$ cat config.mk
export PLATFORM = sky130hd
export DESIGN_NAME = ahb_matrix_input_stage
export DESIGN_NICKNAME = d
export VERILOG_FILES = /design/src/rtl/ahb_matrix_input_stage.sv
export SDC_FILE = /design/constraint.sdc
export NUM_CORES = 1
export LEC_CHECK = 0
export BUFFER_PORTS_ARGS = -buffer_cell sky130_fd_sc_hd__buf_2
export CAP_MARGIN = 20
export CORE_ASPECT_RATIO = 1.1
export CORE_MARGIN = 1.5
export CORE_UTILIZATION = 44
export CTS_CLUSTER_DIAMETER = 50
export DETAILED_ROUTE_END_ITERATION = 16
export GPL_ROUTABILITY_DRIVEN = 0
export MAX_ROUTING_LAYER = met4
export PLACE_DENSITY_LB_ADDON = 0.08
export SLEW_MARGIN = 30
export SYNTH_ARGS = -nofsm -noshare
export SYNTH_HDL_FRONTEND = slang
export SYNTH_SLANG_ARGS = --single-unit
export TNS_END_PERCENT = 10
$ cat constraint.sdc
create_clock -name HCLK -period 1.5 [get_ports HCLK]
set_input_delay 0.3 -clock HCLK [delete_from_list [all_inputs] [get_ports HCLK]]
set_output_delay 0.3 -clock HCLK [all_outputs]
set_load 0.02 [all_outputs]
$ cat src/rtl/ahb_matrix_input_stage.sv
// rtl/ahb_matrix_input_stage.sv - per-master AHB matrix input stage
// Holds an ungranted address phase, requests the arbiter and routes data-phase response.
module ahb_matrix_input_stage #(
  parameter int ADDR_W = 32
) (
  input  logic              HCLK,
  input  logic              HRESETn,
  input  logic              HSELS,
  input  logic [ADDR_W-1:0] HADDRS,
  input  logic [1:0]        HTRANSS,
  input  logic              HWRITES,
  input  logic [2:0]        HSIZES,
  input  logic [2:0]        HBURSTS,
  input  logic [3:0]        HPROTS,
  input  logic              HMASTLOCKS,
  input  logic              HREADYS,
  output logic              HREADYOUTS,
  output logic              HRESPS,
  input  logic              active_op,
  input  logic              hreadym_op,
  input  logic              readyout_op,
  input  logic              resp_op,
  output logic              req_op,
  output logic              sel_op,
  output logic [ADDR_W-1:0] addr_op,
  output logic [1:0]        trans_op,
  output logic              write_op,
  output logic [2:0]        size_op,
  output logic [2:0]        burst_op,
  output logic [3:0]        prot_op,
  output logic              mastlock_op
);

  localparam logic [1:0] TRANS_NONSEQ = 2'b10;
  localparam logic [1:0] TRANS_SEQ    = 2'b11;
  localparam logic [2:0] BURST_INCR   = 3'b001;

  logic              pend_q, pend_d;
  logic              data_q, data_d;
  logic [ADDR_W-1:0] addr_q;
  logic [1:0]        trans_q;
  logic              write_q;
  logic [2:0]        size_q;
  logic [2:0]        burst_q;
  logic [3:0]        prot_q;
  logic              lock_q;

  logic accept;
  logic issue;
  logic load;

  assign accept = HSELS & HREADYS & HTRANSS[1];
  assign issue  = active_op & hreadym_op;
  assign load   = accept & ~issue & ~pend_q;
  assign req_op = pend_q | accept;

  always_comb begin
    sel_op      = HSELS;
    addr_op     = HADDRS;
    trans_op    = HTRANSS;
    write_op    = HWRITES;
    size_op     = HSIZES;
    burst_op    = HBURSTS;
    prot_op     = HPROTS;
    mastlock_op = HMASTLOCKS;
    if (pend_q) begin
      sel_op      = 1'b1;
      addr_op     = addr_q;
      trans_op    = trans_q;
      write_op    = write_q;
      size_op     = size_q;
      burst_op    = burst_q;
      prot_op     = prot_q;
      mastlock_op = lock_q;
      // The interrupted burst resumes as an undefined-length INCR.
      if (trans_q == TRANS_SEQ) begin
        trans_op = TRANS_NONSEQ;
        burst_op = BURST_INCR;
      end
    end
  end

  // Only an issue of a transfer this port actually requested opens a data phase.
  always_comb begin
    pend_d = pend_q ? ~issue : load;
    data_d = data_q;
    if (issue & req_op & trans_op[1]) begin
      data_d = 1'b1;
    end else if (data_q & readyout_op) begin
      data_d = 1'b0;
    end
  end

  assign HREADYOUTS = pend_q ? 1'b0 : (data_q ? readyout_op : 1'b1);
  assign HRESPS     = data_q ? resp_op : 1'b0;

  always_ff @(posedge HCLK or negedge HRESETn) begin
    if (!HRESETn) begin
      pend_q <= 1'b0;
      data_q <= 1'b0;
    end else begin
      pend_q <= pend_d;
      data_q <= data_d;
    end
  end

  always_ff @(posedge HCLK or negedge HRESETn) begin
    if (!HRESETn) begin
      addr_q  <= '0;
      trans_q <= '0;
      write_q <= 1'b0;
      size_q  <= '0;
      burst_q <= '0;
      prot_q  <= '0;
      lock_q  <= 1'b0;
    end else if (load) begin
      addr_q  <= HADDRS;
      trans_q <= HTRANSS;
      write_q <= HWRITES;
      size_q  <= HSIZES;
      burst_q <= HBURSTS;
      prot_q  <= HPROTS;
      lock_q  <= HMASTLOCKS;
    end
  end

endmodule
==> flow_summary.json, run 1 <==
{
  "avgSynthCellArea_um2": 14.9,
  "dr.pass1.iters": 4,
  "min_path_cells": 2,
  "synthFlopType": "dfrtp_1",
  "netlist.area_leader.share": 0.472,
  "min_to": "addr_q[11]",
  "ir_worst_vdd_mv": 0.578,
  "grt_pass1_vias": 1641,
  "grt_antenna_before_repair": 0,
  "boundaryPins": 104,
  "violations": "negative setup slack",
  "die_x_um": 75.5,
  "post_drt_wl_per_cell_um": 13.9,
  "final_nets": 333,
  "cts_root_buf": "clkbuf_8",
  "post_drt_via_cell_ratio": 4.80,
  "hpwl_mm": 3.37,
  "finalSetupViolCount": 94,
  "clk-insertion-delay-late_ns": 0.29,
  "cts.clk_slew.worst_paths_ns": 0.08,
  "wl_met3_um": 260,
  "post-cts-setup-buffers": 0,
  "rsz0062_at_grt": "yes",
  "dp_slack_ns": -0.206,
  "async_flop_share": 1.00,
  "yosys-top-cells-count": "dfrtp_1 (48), mux2_2 (48), mux2_4 (39)",
  "drive_gt1_frac": 0.743,
  "synthDistinctLibCells": 18,
  "slowest_delay_ns": 0.43,
  "yosysWarnings": 0,
  "whs_ns": 0.244,
  "startpoint_type": "flip-flop",
  "numPortBuffers": 103,
  "critPathMaxFanout": 26,
  "dpl-instance-area_mm2": 0.00314,
  "ant_nets": 0,
  "status": "complete, but fails checks",
  "synth_edf_count": 0,
  "area_growth_pct": 31.3,
  "grt_pass1_wl_mm": 7.38,
  "finalInstanceArea_mm2": 0.00334,
  "required_ns": 1.20,
  "arrival_ns": 1.45,
  "gr-total-overflow": 0,
  "tritoncts": "done",
  "syn_inst": 171,
  "synth_area_leaders": "dfrtp_1 (47%), mux2_4 (23%), mux2_2 (21%), buf_6 (2.7%), clkbuf_1 (0.74%)",
  "fmax_mhz": 571,
  "diodes": 0,
  "wl_mm": 4.94,
  "core_mm2": 0.00547,
  "fillers": 457,
  "r2r_cells": 3,
  "rows": 28,
  "grt_start_max_net_pins": 49,
  "slowest_stage": "dfrtp_2",
  "regToRegEndpoint": "burst_q[1]",
  "numCtsBuffers": 5,
  "dr_total_vias": 1705,
  "hp-start": "HADDRS[11]",
  "final_cells": 355,
  "fp.dieH_um": 82.7,
  "max-slew-margin-rel": 0.829,
  "maxCapViolCount": 0,
  "htreeDepth": 2,
  "tightestPinTransition_ns": 0.257,
  "synth-seq-cells": 48,
  "drtIter0Drc": 33,
  "critPathKind": "flip-flop to output port",
  "hp-class": "input port to flip-flop",
  "r2r_slack_ns": -0.13,
  "syn_area_mm2": 0.00254,
  "period_minus_slack_ns": 1.75,
  "end_kind": "output port",
  "register_area_mm2": 0.00120,
  "power.density_mw_per_mm2": 1150,
  "cts.sinks": 48,
  "dp.cells": 346,
  "r2r-start": "pend_q",
  "path_cells": "buf_12 > mux2_2 > buf_2",
  "top_layer_used": "met4",
  "synth_nets": 225,
  "post-route-period-util": 1.17,
  "route.detailed.drc": 0,
  "ys_seq_area_frac": 0.472,
  "yosys.area.top_type": "dfrtp_1",
  "start_util": 0.465,
  "track_usage": 0.162,
  "wl_met1_mm": 2.24,
  "finalHoldViolCount": 0,
  "clockBufferDepth": 2,
  "total_leakage_power_nw": 1.73,
  "clock_skew_ns": 0.00372,
  "finalMaxSlewViolations": 0,
  "design.die.area_mm2": 0.00625,
  "setup_slack_ns": -0.252,
  "multi_input_area_mm2": 0.00126,
  "dr_wl_met2_mm": 2.37
}
cell usage in the layout (no fill, tap or decap):
cell	n
o21ai_1	3
dfrtp_2	1
nand3_1	3
inv_1	5
a21oi_1	2
mux2_4	43
clkbuf_8	6
mux2_2	44
dfrtp_1	47
or2_2	1
dlygate4sd3_1	1
buf_4	9
a31oi_1	1
a21oi_2	1
a32o_1	1
nand2_1	1
buf_6	7
or3_2	1
nand2b_1	1
clkbuf_1	2
nor2_1	2
buf_2	92
nand3b_1	1
and2_1	2
buf_12	3
through the flow:
stage                     total power, mW   util  setup TNS, ns
after floorplan                      2.64      -          -1.62
after global placement               2.98  0.575          -8.84
after detailed placement             2.99  0.575          -8.82
after CTS                            3.84  0.604         -15.10
after global routing                 4.05  0.611         -18.72
final                                3.83  0.611         -15.01
sequential cells by signal, indices dropped and copies added (netlist names):
signal	flops
addr_q	32
pend_q	1
trans_q	2
burst_q	3
write_q	1
data_q	1
prot_q	4
size_q	3
lock_q	1
where the power goes:
group | switching [mW] | leakage [nW] | internal [mW]
registers | 0.142 | 0.569 | 1.56
clock network | 0.405 | 0.0455 | 0.377
logic | 0.581 | 1.11 | 0.761
cell families (layout without fill, tap and decap cells):
group                  Yosys count  in the layout  share of synthesized area
AO/OA/AOI/OAI                    8              8                     0.0182
flip-flops                      48             48                      0.472
AND/OR/NAND/NOR                 12             12                     0.0256
multiplexers                    87             87                      0.443
buffers and inverters           16            125                     0.0413
how the worst max path moves through the flow:
stage               from           to  slack, ns  cells past startpoint
6_report          pend_q   prot_op[1]      -0.25                      3
4_1_cts           pend_q   size_op[2]      -0.26                      3
2_1_floorplan     pend_q   addr_q[10]      -0.04                      5
3_3_place_gp   active_op    addr_q[0]      -0.19                      5
5_1_grt           pend_q  addr_op[28]      -0.30                      3
3_5_place_dp   active_op   burst_q[1]      -0.21                      5
metal layers:
| layer | vias up | global-route usage |
|---|---|---|
| met3 | 6 | 0.0364 |
| li1 | 820 | - |
| met4 | 0 | 0.0482 |
| met5 | - | - |
| met1 | 817 | 0.194 |
| met2 | 62 | 0.271 |
area by class of cell:
class,instances,area share
multi-input cells,107,0.377
flip-flops and latches,48,0.360
repair buffers,112,0.203
well taps,75,0.0281
clock buffers,8,0.0270
inverters,5,0.00562
critical path: cells and delay by family (launching register included):
kind	cells	cell delay (ns)
buf+inv	2	0.36
flops	1	0.43
mux	1	0.36
what timing repair did:
| action | CTS | global route |
|---|---|---|
| endpoints found under the hold margin | 48 | 0 |
| resized for setup | 20 | 12 |
| hold buffers | 1 | 0 |
| pin swaps | 1 | 0 |
| setup endpoints to repair | 94 | 94 |
Power figures use the tool's default switching activity.
==> inputs of run 2 (changes only) <==
- CORE_UTILIZATION: 44 -> 48
- clock period: 1.5 -> 2 ns (I/O delays scaled with it)
==> run 2 against run 1 <==
The flow now finishes without violations. Sequential power shrank 25%. Final cell count shrank 5.4%. Sequential share of layout area grew 0.56 points. Flip-flop and latch count is the same. Final area shrank 1.5%. Clock skew grew 0.0052 ns. Critical path depth is the same. Register-to-register slack gained 0.51 ns. Core utilization grew 3.8 points. Count of clock-buffer cells in the layout shrank 3.
==> flow_summary.json, run 2 (synthesis results as in run 1) <==
{
  "cts.sinks": 48,
  "track_usage": 0.182,
  "dpl-instance-area_mm2": 0.00313,
  "power.density_mw_per_mm2": 970,
  "cts_root_buf": "clkbuf_8",
  "grt_start_max_net_pins": 29,
  "dr.pass1.iters": 4,
  "final_cells": 336,
  "layout_commonest_cell": "buf_2",
  "startpoint_type": "flip-flop",
  "finalHoldViolCount": 0,
  "final_nets": 331,
  "total_leakage_power_nw": 1.72,
  "path_cells": "buf_4 > mux2_2 > buf_2",
  "finalInstanceArea_mm2": 0.00329,
  "post_drt_wl_per_cell_um": 14.5,
  "ir_worst_vdd_mv": 0.502,
  "regMostFlops": "addr_q",
  "critPathMaxFanout": 16,
  "start_util": 0.502,
  "gr-total-overflow": 0,
  "dp.cells": 328,
  "arrival_ns": 1.48,
  "use_met1": 0.240,
  "cts_hold_repair.buffers": 0,
  "numCtsBuffers": 5,
  "core_mm2": 0.00507,
  "period_minus_slack_ns": 1.88,
  "area_growth_pct": 29.3,
  "layout_common_cells": "buf_2 (103), mux2_2 (48), dfrtp_1 (47)",
  "clk-insertion-delay-late_ns": 0.30,
  "drive_gt1_frac": 0.748,
  "fp.dieH_um": 79.4,
  "grt_pass1_wl_mm": 7.89,
  "boundaryPins": 104,
  "rsz0062_at_grt": "no",
  "clockBufferDepth": 2,
  "groute.layer.met3.usage": 0.0444,
  "wl_mm": 4.86,
  "slowest_delay_ns": 0.40,
  "tightestPinTransition_ns": 0.609,
  "finalSetupViolCount": 0,
  "setup_tns_ns": 0,
  "grt_antenna_before_repair": 0,
  "critPathKind": "flip-flop to output port",
  "dr_total_vias": 1679,
  "htreeDepth": 2,
  "post-route-period-util": 0.940,
  "ant_nets": 0,
  "busiest_layer": "met2",
  "end_kind": "output port",
  "post_drt_via_cell_ratio": 5.00,
  "die_x_um": 72.4,
  "tritoncts": "done",
  "finalMaxSlewViolations": 0,
  "status": "finished clean",
  "fillers": 405,
  "numPortBuffers": 103,
  "maxCapViolCount": 0,
  "design.die.area_mm2": 0.00575,
  "slowest_stage": "dfrtp_2",
  "dp_slack_ns": 0.204,
  "route.detailed.drc": 0,
  "hpwl_mm": 3.46,
  "largest_reg_flops": 32,
  "hp-class": "input port to asynchronous set/reset pin",
  "cts.clk_slew.worst_paths_ns": 0.10,
  "setup_slack_ns": 0.121,
  "post-cts-setup-buffers": 0,
  "top_regs": "addr_q: 32 flops, prot_q: 4 flops",
  "drtIter0Drc": 86,
  "fmax_mhz": 532,
  "grt_pass1_vias": 1722,
  "required_ns": 1.60,
  "clock_skew_ns": 0.00893,
  "max-slew-margin-rel": 0.594,
  "use_met2": 0.280,
  "diodes": 0,
  "rows": 27
}
[run 2: cell types whose count changed in the layout (fill, tap and decap cells not counted), sizes merged]
cell	delta
buf	-1
bufinv	+3
clkbuf	-3
dlygate4sd3	-1
[run 2: metrics by stage]
stage / utilization / hold slack [ns] / total power, mW
after floorplan: - / 0.104 / 1.98
after global placement: 0.617 / 0.444 / 2.24
after detailed placement: 0.617 / 0.451 / 2.25
after CTS: 0.648 / 0.114 / 3.22
after global routing: 0.649 / 0.139 / 3.34
final: 0.649 / 0.101 / 3.19
[run 2: where the power goes]
group	switching, mW	leakage (nW)	internal [mW]
Sequential	0.106	0.569	1.17
Clock	0.332	0.0784	0.625
Combinational	0.428	1.07	0.528
[run 2: timing repair]
item	4_1_cts	5_1_grt
endpoints found under the hold margin	0	0
endpoints found under the setup margin	0	2
gates resized for setup	0	1
[run 2: area by class of cell]
| class | instances | area [µm²] | area share |
|---|---|---|---|
| Multi-Input combinational cell | 107 | 1240 | 0.377 |
| Timing Repair Buffer | 110 | 597 | 0.182 |
| Sequential cell | 48 | 1200 | 0.366 |
| Clock inverter | 3 | 90.1 | 0.0274 |
| Clock buffer | 5 | 68.8 | 0.0209 |
| Tap cell | 58 | 72.6 | 0.0221 |
| Inverter | 5 | 18.8 | 0.00571 |
[run 2: worst max-delay path: cells and delay by family, from the launching register on]
family | cells | cell delay [ns]
mux | 1 | 0.37
flops | 1 | 0.40
buf+inv | 2 | 0.42
[run 2: routing by layer]
| layer | vias to the layer above | part of all wire | wire, µm |
|---|---|---|---|
| met3 | 6 | 0.059 | 288 |
| li1 | 818 | - | - |
| met1 | 791 | 0.48 | 2330 |
| met2 | 64 | 0.45 | 2170 |
| met5 | - | 0 | 0 |
| met4 | 0 | 0.014 | 68 |
[run 2: path summary, 6_finish.rpt]
check | from | endpoint | depth (start not counted) | slack [ns]
setup reg to reg | pend_q | addr_q[30] | 3 | 0.38
hold reg to reg | addr_q[8] | addr_q[8] | 1 | 0.51
max in group asynchronous | HRESETn | pend_q | 2 | 1.28
setup / recovery | pend_q | addr_op[31] | 3 | 0.12
min in group HCLK | HADDRS[27] | addr_q[27] | 2 | 0.34
hold / removal | HRESETn | addr_q[23] | 1 | 0.10
==> inputs of run 3 (changes only) <==
- CTS_BUF_LIST: not set -> sky130_fd_sc_hd__clkbuf_16
==> run 3 against run 2 <==
Final area up 1.6%. Routed wire length is 0.95% higher. Worst hold slack better by 0.020 ns. First-iteration DRC count shrank 38%. Sequential share of layout area shrank 0.58 points. Flip-flop and latch count is the same. Largest cell class unchanged.
==> flow_summary.json, run 3 (synthesis results as in run 1) <==
{
  "grt_start_max_net_pins": 29,
  "numPortBuffers": 103,
  "start_util": 0.502,
  "seqPwrFrac": 0.372,
  "post_drt_via_cell_ratio": 4.97,
  "cts.clk_slew.worst_paths_ns": 0.07,
  "largest_reg_flops": 32,
  "final_nets": 331,
  "end_kind": "output port",
  "cts.sinks": 48,
  "top_regs": "addr_q: 32 flops, prot_q: 4 flops",
  "r2r-start": "pend_q",
  "maxCapViolCount": 0,
  "fillers": 396,
  "ant_nets": 0,
  "fmax_mhz": 525,
  "p_total_mw": 3.43,
  "dr.pass1.iters": 4,
  "rows": 27,
  "design.die.area_mm2": 0.00575,
  "grt_pass1_wl_mm": 8.02,
  "tritoncts": "done",
  "rsz0062_at_grt": "no",
  "clk-insertion-delay-late_ns": 0.28,
  "core_mm2": 0.00507,
  "finalSetupViolCount": 0,
  "power.switching_uw": 893,
  "max-slew-margin-rel": 0.597,
  "dr_total_vias": 1671,
  "required_ns": 1.60,
  "regMostFlops": "addr_q",
  "slowest_delay_ns": 0.38,
  "track_usage": 0.186,
  "worstSetupStartpoint": "pend_q",
  "grt_antenna_before_repair": 0,
  "route.detailed.drc": 0,
  "period_minus_slack_ns": 1.91,
  "p_clk_frac": 0.349,
  "cts.repair.resized": 0,
  "htreeDepth": 2,
  "clockBufferDepth": 2,
  "layout_common_cells": "buf_2 (103), mux2_2 (48), dfrtp_1 (47)",
  "drive_gt1_frac": 0.748,
  "p_int_mw": 2.54,
  "path_cells": "buf_4 > mux2_2 > buf_2",
  "hpwl_mm": 3.46,
  "status": "finished clean",
  "die_x_um": 72.4,
  "area_growth_pct": 31.3,
  "boundaryPins": 104,
  "startpoint_type": "flip-flop",
  "numCtsBuffers": 5,
  "power.density_mw_per_mm2": 1030,
  "post_drt_wl_per_cell_um": 14.6,
  "setup_tns_ns": 0,
  "post-cts-setup-buffers": 0,
  "clock_skew_ns": 0.00440,
  "dp_slack_ns": 0.204,
  "cp.buffers_inverters": 2,
  "post-route-period-util": 0.953,
  "cts_hold_repair.buffers": 0,
  "finalMaxSlewViolations": 0,
  "total_leakage_power_nw": 1.74,
  "wl_mm": 4.90,
  "fin_util": 0.659,
  "drtIter0Drc": 53,
  "critPathMaxFanout": 21,
  "gr-total-overflow": 0,
  "arrival_ns": 1.51,
  "finalHoldViolCount": 0,
  "hp-class": "input port to asynchronous set/reset pin",
  "cts_root_buf": "clkbuf_16",
  "grt_pass1_vias": 1714,
  "setup_slack_ns": 0.0942,
  "layout_commonest_cell": "buf_2",
  "critical_path.top_delay_family": "buffers and inverters",
  "fp.dieH_um": 79.4,
  "slowest_stage": "dfrtp_2",
  "p_comb_frac": 0.278,
  "switching_share": 0.260,
  "diodes": 0,
  "critPathKind": "flip-flop to output port",
  "tightestPinTransition_ns": 0.605,
  "ir_worst_vdd_mv": 0.578
}
run 3: power groups by stage:
stage | sequential [mW] | clock [mW] | combinational (mW)
after floorplan | 1.26 | 0 | 0.718
after global placement | 1.29 | 0 | 0.948
after detailed placement | 1.29 | 0 | 0.965
after CTS | 1.28 | 1.22 | 0.967
after global routing | 1.30 | 1.26 | 1.03
final | 1.28 | 1.20 | 0.956
run 3: worst paths after layout:
kind                          endpoint  slack (ns)  depth (start not counted)
setup / recovery           addr_op[30]        0.09                          3
hold / removal              addr_q[24]        0.12                          1
setup reg to reg            addr_q[30]        0.38                          3
hold reg to reg              addr_q[8]        0.50                          1
max in group asynchronous       pend_q        1.26                          2
min in group HCLK           addr_q[29]        0.36                          2
run 3: area by class of cell:
type	count	area, µm²	area share
clock inverters	3	90.1	0.0270
inverters	5	18.8	0.00562
multi-input cells	107	1240	0.371
repair buffers	110	593	0.178
clock buffers	5	125	0.0375
well taps	58	72.6	0.0217
flip-flops and latches	48	1200	0.360
run 3: routing by layer:
| metal | vias to the layer above | part of all wire | GRT usage |
|---|---|---|---|
| met4 | 0 | 0.0073 | 0.0509 |
| met3 | 4 | 0.048 | 0.0431 |
| met2 | 58 | 0.46 | 0.284 |
| met1 | 792 | 0.48 | 0.250 |
| li1 | 817 | - | - |
| met5 | - | 0 | - |
run 3: through the flow:
step	area, µm²	hold slack, ns	cells
6_report	3340	0.121	336
5_1_grt	3340	0.159	336
4_1_cts	3340	0.139	336
3_5_place_dp	3130	0.451	328
3_3_place_gp	3130	0.444	328
2_1_floorplan	2540	0.104	171
